File: src/rtl/uart_if_host_sequencer.sv
// Host-side sequencer for the ISO7816-3 UART interface block. It turns a byte stream into
// register writes, drains received characters, spaces writes by a guard time and flags rx timeouts.
module uart_if_host_sequencer #(
    parameter int unsigned GUARD_WIDTH = 8,
    parameter int unsigned WAIT_WIDTH  = 16
) (
    input  logic                   clk,
    input  logic                   nReset,
    input  logic [GUARD_WIDTH-1:0] guardCycles,
    input  logic [WAIT_WIDTH-1:0]  waitCycles,
    input  logic [7:0]             txByte,
    input  logic                   txValid,
    output logic                   txReady,
    output logic [7:0]             rxByte,
    output logic                   rxValid,
    output logic                   rxFrameErr,
    output logic                   rxOverrun,
    output logic                   rxTimeout,
    output logic                   busy,
    output logic [7:0]             dataIn,
    output logic                   nWeDataIn,
    input  logic [7:0]             dataOut,
    output logic                   nCsDataOut,
    input  logic [7:0]             statusOut,
    output logic                   nCsStatusOut
);

    localparam logic [2:0] ST_IDLE       = 3'd0;
    localparam logic [2:0] ST_WR         = 3'd1;
    localparam logic [2:0] ST_WAIT_START = 3'd2;
    localparam logic [2:0] ST_WAIT_END   = 3'd3;
    localparam logic [2:0] ST_GUARD      = 3'd4;
    localparam logic [2:0] ST_RD         = 3'd5;

    logic [2:0]             r_state;
    logic [2:0]             w_stateNext;
    logic [GUARD_WIDTH-1:0] r_guardCnt;
    logic [WAIT_WIDTH-1:0]  r_waitCnt;
    logic [WAIT_WIDTH:0]    w_waitInc;
    logic [7:0]             r_dataIn;
    logic [7:0]             r_rxByte;
    logic                   r_rxValid;
    logic                   r_rxFrameErr;
    logic                   r_rxOverrun;
    logic                   r_rxTimeout;
    logic                   r_nWeDataIn;
    logic                   r_nCsDataOut;
    logic                   r_nCsStatusOut;

    logic w_txRun;
    logic w_txPending;
    logic w_rxRun;
    logic w_rxStartBit;
    logic w_overrun;
    logic w_frameErr;
    logic w_bufferFull;
    logic w_unusedIsTx;
    logic w_rxDrain;
    logic w_idle;
    logic w_txAccept;
    logic w_waitClr;
    logic w_timeoutHit;

    assign w_txRun      = statusOut[7];
    assign w_txPending  = statusOut[6];
    assign w_rxRun      = statusOut[5];
    assign w_rxStartBit = statusOut[4];
    assign w_unusedIsTx = statusOut[3];
    assign w_overrun    = statusOut[2];
    assign w_frameErr   = statusOut[1];
    assign w_bufferFull = statusOut[0];

    // A pending rx character is only drained once the UART is not holding a tx byte.
    assign w_rxDrain  = w_bufferFull & ~w_txPending;
    assign w_idle     = (r_state == ST_IDLE);
    assign w_txAccept = w_idle & ~w_rxDrain & txValid;

    always_comb begin
        w_stateNext = r_state;
        case (r_state)
            ST_IDLE: begin
                if (w_rxDrain) begin
                    w_stateNext = ST_RD;
                end else if (txValid) begin
                    w_stateNext = ST_WR;
                end
            end
            ST_WR:         w_stateNext = ST_WAIT_START;
            ST_WAIT_START: if (!w_txPending) w_stateNext = ST_WAIT_END;
            ST_WAIT_END:   if (!w_txRun) w_stateNext = ST_GUARD;
            ST_GUARD:      if (r_guardCnt == '0) w_stateNext = ST_IDLE;
            ST_RD:         w_stateNext = ST_IDLE;
            default:       w_stateNext = ST_IDLE;
        endcase
    end

    // Counter is widened by one bit so a saturated count can never alias onto waitCycles.
    assign w_waitInc    = {1'b0, r_waitCnt} + (WAIT_WIDTH + 1)'(1);
    assign w_waitClr    = ~w_idle | w_rxRun | w_rxStartBit | w_bufferFull;
    assign w_timeoutHit = ~w_waitClr && (waitCycles != '0) && (w_waitInc == {1'b0, waitCycles});

    always_ff @(posedge clk or negedge nReset) begin
        if (!nReset) begin
            r_state        <= ST_IDLE;
            r_nWeDataIn    <= 1'b1;
            r_nCsDataOut   <= 1'b1;
            r_nCsStatusOut <= 1'b0;
        end else begin
            r_state        <= w_stateNext;
            r_nWeDataIn    <= (w_stateNext != ST_WR);
            r_nCsDataOut   <= (w_stateNext != ST_RD);
            r_nCsStatusOut <= (w_stateNext == ST_WR) || (w_stateNext == ST_RD) ||
                              (w_stateNext == ST_GUARD);
        end
    end

    always_ff @(posedge clk or negedge nReset) begin
        if (!nReset) begin
            r_dataIn   <= 8'h00;
            r_guardCnt <= '0;
        end else begin
            if (w_txAccept) begin
                r_dataIn <= txByte;
            end
            if ((r_state == ST_WAIT_END) && !w_txRun) begin
                r_guardCnt <= guardCycles;
            end else if ((r_state == ST_GUARD) && (r_guardCnt != '0)) begin
                r_guardCnt <= r_guardCnt - GUARD_WIDTH'(1);
            end
        end
    end

    always_ff @(posedge clk or negedge nReset) begin
        if (!nReset) begin
            r_rxByte     <= 8'h00;
            r_rxFrameErr <= 1'b0;
            r_rxOverrun  <= 1'b0;
            r_rxValid    <= 1'b0;
        end else begin
            r_rxValid <= (r_state == ST_RD);
            if (r_state == ST_RD) begin
                r_rxByte     <= dataOut;
                r_rxFrameErr <= w_frameErr;
                r_rxOverrun  <= w_overrun;
            end
        end
    end

    always_ff @(posedge clk or negedge nReset) begin
        if (!nReset) begin
            r_waitCnt   <= '0;
            r_rxTimeout <= 1'b0;
        end else begin
            r_rxTimeout <= w_timeoutHit;
            if (w_waitClr || w_timeoutHit) begin
                r_waitCnt <= '0;
            end else if (r_waitCnt != '1) begin
                r_waitCnt <= w_waitInc[WAIT_WIDTH-1:0];
            end
        end
    end

    assign txReady      = w_idle & ~w_rxDrain;
    assign busy         = ~w_idle;
    assign dataIn       = r_dataIn;
    assign nWeDataIn    = r_nWeDataIn;
    assign nCsDataOut   = r_nCsDataOut;
    assign nCsStatusOut = r_nCsStatusOut;
    assign rxByte       = r_rxByte;
    assign rxValid      = r_rxValid;
    assign rxFrameErr   = r_rxFrameErr;
    assign rxOverrun    = r_rxOverrun;
    assign rxTimeout    = r_rxTimeout;

endmodule

File: config.mk
export PLATFORM = sky130hd
export DESIGN_NAME = uart_if_host_sequencer
export DESIGN_NICKNAME = d
export VERILOG_FILES = /design/src/rtl/uart_if_host_sequencer.sv
export SDC_FILE = /design/constraint.sdc
export NUM_CORES = 1
export LEC_CHECK = 0
export ABC_CLOCK_PERIOD_IN_PS = 7700
export BUFFER_PORTS_ARGS = -buffer_cell sky130_fd_sc_hd__buf_2
export CORE_MARGIN = 2
export CORE_UTILIZATION = 60
export CTS_BUF_LIST = sky130_fd_sc_hd__clkbuf_4
export CTS_CLUSTER_DIAMETER = 40
export DETAILED_ROUTE_END_ITERATION = 10
export GPL_ROUTABILITY_DRIVEN = 0
export PLACE_DENSITY = 0.88
export SLEW_MARGIN = 20
export SYNTH_ARGS = -nofsm -noshare
export SYNTH_HDL_FRONTEND = slang
export SYNTH_SLANG_ARGS = --single-unit
File: constraint.sdc
create_clock -name clk -period 7.7 [get_ports clk]
set_clock_uncertainty 0.2 [all_clocks]
set_input_delay 1.155 -clock clk [delete_from_list [all_inputs] [get_ports clk]]
set_output_delay 1.155 -clock clk [all_outputs]
set_load 0.005 [all_outputs]
# --- Yosys cells after proc, flatten, opt, wreduce, memory -nomap -nowiden ---
# Cells that the tools add are included.
op_classes:
  n_addsub: 2
  n_eq_ne: 12
  n_mux: 10
  n_bitwise: 10
  reduce_logical: 14
ops:
  columns: ["op", "n"]
  rows:
  - ["2-to-1 mux 16 bit", 2]
  - ["adder 16 x 1 -> 17 bit (second input constant)", 1]
  - ["== test 17 x 16 -> 1 bit", 1]
  - ["2-to-1 mux 8 bit", 2]
  - ["!= test 16 bit (second input constant)", 1]
  - ["nonzero test 16 bit", 1]
  - ["2-to-1 mux 3 bit", 5]
  - ["case mux 3 bit (5 select lines)", 1]
  - ["== test 3 bit (second input constant)", 4]
  - ["zero test 8 bit", 1]
  - ["nonzero test 8 bit", 1]
  - ["subtractor 8 x 1 -> 8 bit (second input constant)", 1]
  - ["== test 3 x 1 -> 1 bit (second input constant)", 2]
  - ["== test 3 x 2 -> 1 bit (second input constant)", 2]
  - ["logical AND 1 bit", 4]
  - ["NOT 1 bit", 4]
  - ["nonzero test 2 bit", 2]
  - ["bitwise AND 1 bit", 3]
  - ["zero test 3 bit", 1]
  - ["logical OR 1 bit", 3]
  - ["!= test 3 x 1 -> 1 bit (second input constant)", 1]
  - ["!= test 3 bit (second input constant)", 1]
  - ["OR 1 bit", 3]
  - ["zero test 1 bit", 1]
word_totals:
  register_bits: 50
  inputBits: 51
  out_inout_bits: 25
  elab_cells: 60

# --- Longest topological paths before layout ---
logic_depth:
  depth_word: 10
  ltp_mapped: 9
  depth_no_buf: 8

# --- Worst setup path after synthesis ---
# Ideal clock, no wire load.
synth_timing:
  path_type: "input to register"
  start: "input port statusOut[0]"
  end: "register r_waitCnt[10]"
  setup_time_ps: 142
  t_arrival_ps: 2844
  required_ps: 7358
  path_slack_ps: 4514
  stages: 7
  n_path_buf: 2
  path_cell_list: "or4_1 -> buf_2 -> nor4b_2 -> nand4_1 -> nor4_4 -> buf_6 -> a211oi_1"
synth_between:
  elab_chain_cells: 6
  word_cells_on_any_way: 7
  classes_between: "mux: 1; bitwise: 2; reduce/logical: 4"
synth_rtl:
  columns: ["element", "line_no", "text"]
  rows:
  - ["start: declaration", "24", "input logic [7:0] statusOut,"]
  - ["OR 1 bit *", "99", "assign w_waitClr = ~w_idle | w_rxRun | w_rxStartBit | w_bufferFull;"]
  - ["NOT 1 bit", "100", "assign w_timeoutHit = ~w_waitClr && (waitCycles != '0) && (w_waitInc == {1'b0, waitCycles});"]
  - ["logical AND 1 bit (2 in series)", "100", null]
  - ["logical OR 1 bit *", "155", "if (w_waitClr || w_timeoutHit) begin"]
  - ["2-to-1 mux 16 bit / nonzero test 2 bit (equally long branches)", null, null]
  - ["end signal: assignment", "158", "r_waitCnt <= w_waitInc[WAIT_WIDTH-1:0];"]
  - ["end: declaration", "38", "logic [WAIT_WIDTH-1:0] r_waitCnt;"]
# Every way passes the cells marked *; elsewhere a longest branch is shown, timed or not.
# A chain may end at the register's enable or synchronous reset.

# --- Worst setup path in the final report ---
layout_timing:
  start: "register r_waitCnt[4]"
  end: "register r_waitCnt[11]"
layout_between:
  elab_chain_cells: 5
  word_cells_on_any_way: 8
  classes_between: "add/sub: 1; eq/ne: 2; mux: 2; reduce/logical: 3"
layout_rtl:
  columns: ["element", "line_no", "text"]
  rows:
  - ["adder 16 x 1 -> 17 bit", "98", "assign w_waitInc = {1'b0, r_waitCnt} + (WAIT_WIDTH + 1)'(1);"]
  - ["== test 17 x 16 -> 1 bit", "100", null]
  - ["logical AND 1 bit", "100", null]
  - ["logical OR 1 bit", "155", null]
  - ["2-to-1 mux 16 bit / nonzero test 2 bit (equally long branches)", null, null]
# Several ways; a longest one is shown, not always the timed one. The select of a mux whose other input is x is not followed.

==> flow_summary_export.csv <==
group,metric,value,unit
job,drv_cap,0,
timing,report.final.setup_viol,0,
logic_synthesis,ys_ff_latch,50,
grt,grt_pass1_vias,2408,
logic_synthesis,yosys_warnings,0,
clock_tree,cts_setup_buffers,0,
clock_tree,cts_tree,"built",
setup_path,setup.worst_path.start_class,"flop",
clock_tree,clk_latency,0.35,ns
clock_tree,clk_pin_slew,0.14,ns
setup_path,crit_fanout,15,
detailed_routing,drt_iter0_drc,215,
clock_tree,clkSinkCount,50,
final_layout,fin_util,70.03,%
logic_synthesis,synth_cell_type_count,52,
status,status,"completed",
detailed_routing,wirelength,7.242,mm
placement,numPortBuffers,74,
floorplanning,rows,26,
detailed_routing,firstDrtPassIters,4,
clock_tree,max-clock-path-buffers,2,
clock_tree,post_cts_resized,0,
timing,tightest_slew,0.8848,ns
setup_path,critPathRequiredTime,7.69,ns
logic_synthesis,yosys.area.top_type,"dfrtp_1",
clock_tree,htree_levels,2,
logic_synthesis,synth_top_area_share,39.12,%
logic_synthesis,netlist_top_cells_count,"nand2_1, dfrtp_1, o21ai_0, xnor2_1, xor2_1",
detailed_routing,viasPerCell,5.863,
power_and_ir_drop,p_leak,0.001508,uW
floorplanning,core-area,5010,sq um
detailed_routing,drtAntennaViolNets,0,
grt,grt_use_total,24.50,%
hold_path,hold_path.class,"flop to flop",
setup_path,crit_type,"flop to flop",
setup_path,crit_arrival,3.74,ns
timing,period_minus_slack,3.753,ns
timing,relSlewSlack,40.57,%
logic_synthesis,ys_seq_area_share,40.83,%
detailed_routing,drc,0,
logic_synthesis,synth_most_common_cell,"nand2_1",
final_layout,layout.nets,449,
logic_synthesis,synth_edf_count,0,
power_and_ir_drop,powerDensity,223.1,nW/um^2
logic_synthesis,synthCells,335,
final_layout,drive_gt1_share,26.45,%
clock_tree,cts_hold_buffers,0,
logic_synthesis,synth-async-reset-ratio,100.0,%
timing,grt_setup_unrepaired,"no",
final_layout,multiInputGateArea,1699,sq um
final_layout,fillCellCount,415,
detailed_routing,dr_total_vias,2738,
floorplanning,die_w,75.54,um
final_layout,final-seq-area,1254,sq um
clock_tree,clock-root-buffer,"clkbuf_4",
clock_tree,cts_made_buffers,5,
timing,hold_viol,0,
setup_path,cp-end-kind,"flop",
timing,slew_violations,0,
timing,tns,0,ns
timing,fin_crit_sh,48.74,%
logic_synthesis,syn-cell-area,3070,sq um
floorplanning,die_h,75.54,um
grt,grt_overflow_total,0,
timing,clock.fmax,266.4,MHz
logic_synthesis,postSynthNetCount,388,
grt,grt_pass1_wl,10.72,mm
final_layout,area_growth,14.26,%
floorplanning,die_area,5706,sq um
final_layout,n_antenna_cell,0,
floorplanning,initial_core_util,61.29,%
floorplanning,pin_count,76,
placement,dp_hpwl,5.280,mm
power_and_ir_drop,ir_drop,222.5,uV
detailed_routing,wl_per_cell,15.51,um
grt,antenna_found_initial,0,
grt,grt_max_degree,51,
logic_synthesis,syn_area_per_cell,9.166,sq um
logic_synthesis,synth_flop_cell,"dfrtp_1",
logic_synthesis,synth_area_leaders,"dfrtp_1, nand2_1, xnor2_1",
## worst paths after layout
kind / from / endpoint / slack (ns) / depth (start not counted)
worst max register to register: r_waitCnt[4]$_DFFE_PN0P_ / r_waitCnt[11]$_DFFE_PN0P_ / 3.95 / 6
worst max-delay path: r_waitCnt[4]$_DFFE_PN0P_ / r_waitCnt[11]$_DFFE_PN0P_ / 3.95 / 6
min in group asynchronous: nReset / rxValid$_DFF_PN0_ / 0.60 / 1
max in group asynchronous: nReset / r_waitCnt[15]$_DFFE_PN0P_ / 6.29 / 1
worst min register to register: rxByte[1]$_DFFE_PN0P_ / rxByte[1]$_DFFE_PN0P_ / 0.28 / 2
worst min-delay path: rxByte[1]$_DFFE_PN0P_ / rxByte[1]$_DFFE_PN0P_ / 0.28 / 2
## per-layer routing
metal  share of wire (%)  track usage (%)  up-vias
li1                    -                -     1320
met1                  42            32.37     1330
met2                  53            42.32       80
met3                 4.4            3.704        8
met4                 1.0            6.433        0
met5                   0                0        -
## state kept, by name, summed over array words and instances (netlist names)
register and count:
dataIn 8, r_waitCnt 16, rxValid 1, rxFrameErr 1, r_state 3, nCsStatusOut 1
rxTimeout 1, r_guardCnt 8, rxByte 8, rxOverrun 1, nCsDataOut 1, nWeDataIn 1
## cell families after synthesis
family,after synthesis,share of synthesized area [%]
flops,50,40.83
simple gates,144,25.35
buf+inv,31,4.319
fa+ha+maj,2,0.8149
compound gates,62,14.79
mux,11,3.912
xor+xnor,35,9.984
## cell type report
| cell class | count | share of cell area [%] |
|---|---|---|
| clock buffers | 6 | 1.284 |
| multi-input cells | 254 | 48.43 |
| flip-flops and latches | 50 | 35.73 |
| inverters | 11 | 1.177 |
| repair buffers | 74 | 10.63 |
| well taps | 70 | 2.496 |
| clock inverters | 2 | 0.2496 |
## worst max-delay path: stages, from the launching register on
cell	delay, ns
dfrtp_1	0.59
nand3_1	0.48
or4_1	0.79
a2111oi_4	0.35
nand4_1	0.21
nor4_4	0.84
a211oi_1	0.12
## cell usage in the layout, fill, tap and decap left out, drive strengths merged, types with 3 or more instances in the layout
cell type	count
buf	74
nand2	54
dfrtp	48
xnor2	20
o21ai	20
xor2	15
nor2	13
a211oi	12
inv	11
nor4	11
nor3	9
nand4	9
nand3	8
mux2	8
nor2b	7
nand2b	6
clkbuf	6
a21oi	5
a221oi	4
o211ai	4
or3	4
or4	3
and3	3
mux2i	3
and2	3
nor3b	3
o2111ai	3
nand3b	3
nor4b	3
## report_power, final
part | switching (uW) | total [uW] | internal (uW)
logic | 131 | 267 | 135
clock network | 76.9 | 115 | 38.0
registers | 56.0 | 401 | 345
total | 264 | 783 | 519
## stage by stage
step / total power (uW) / cell area (sq um) / worst slack (ns) / hold WS [ns] / std cells
floorplan: 549.1 / 3070 / 4.514 / 0.2697 / 335
global placement: 647.1 / 3443 / 3.800 / 0.2521 / 459
detailed placement: 667.1 / 3443 / 3.769 / 0.2571 / 459
CTS: 781.5 / 3497 / 4.051 / 0.2892 / 467
global route: 844.4 / 3508 / 3.834 / 0.3162 / 467
finish: 782.9 / 3508 / 3.947 / 0.2836 / 467
Note: power is estimated with default switching activity, not from simulation.
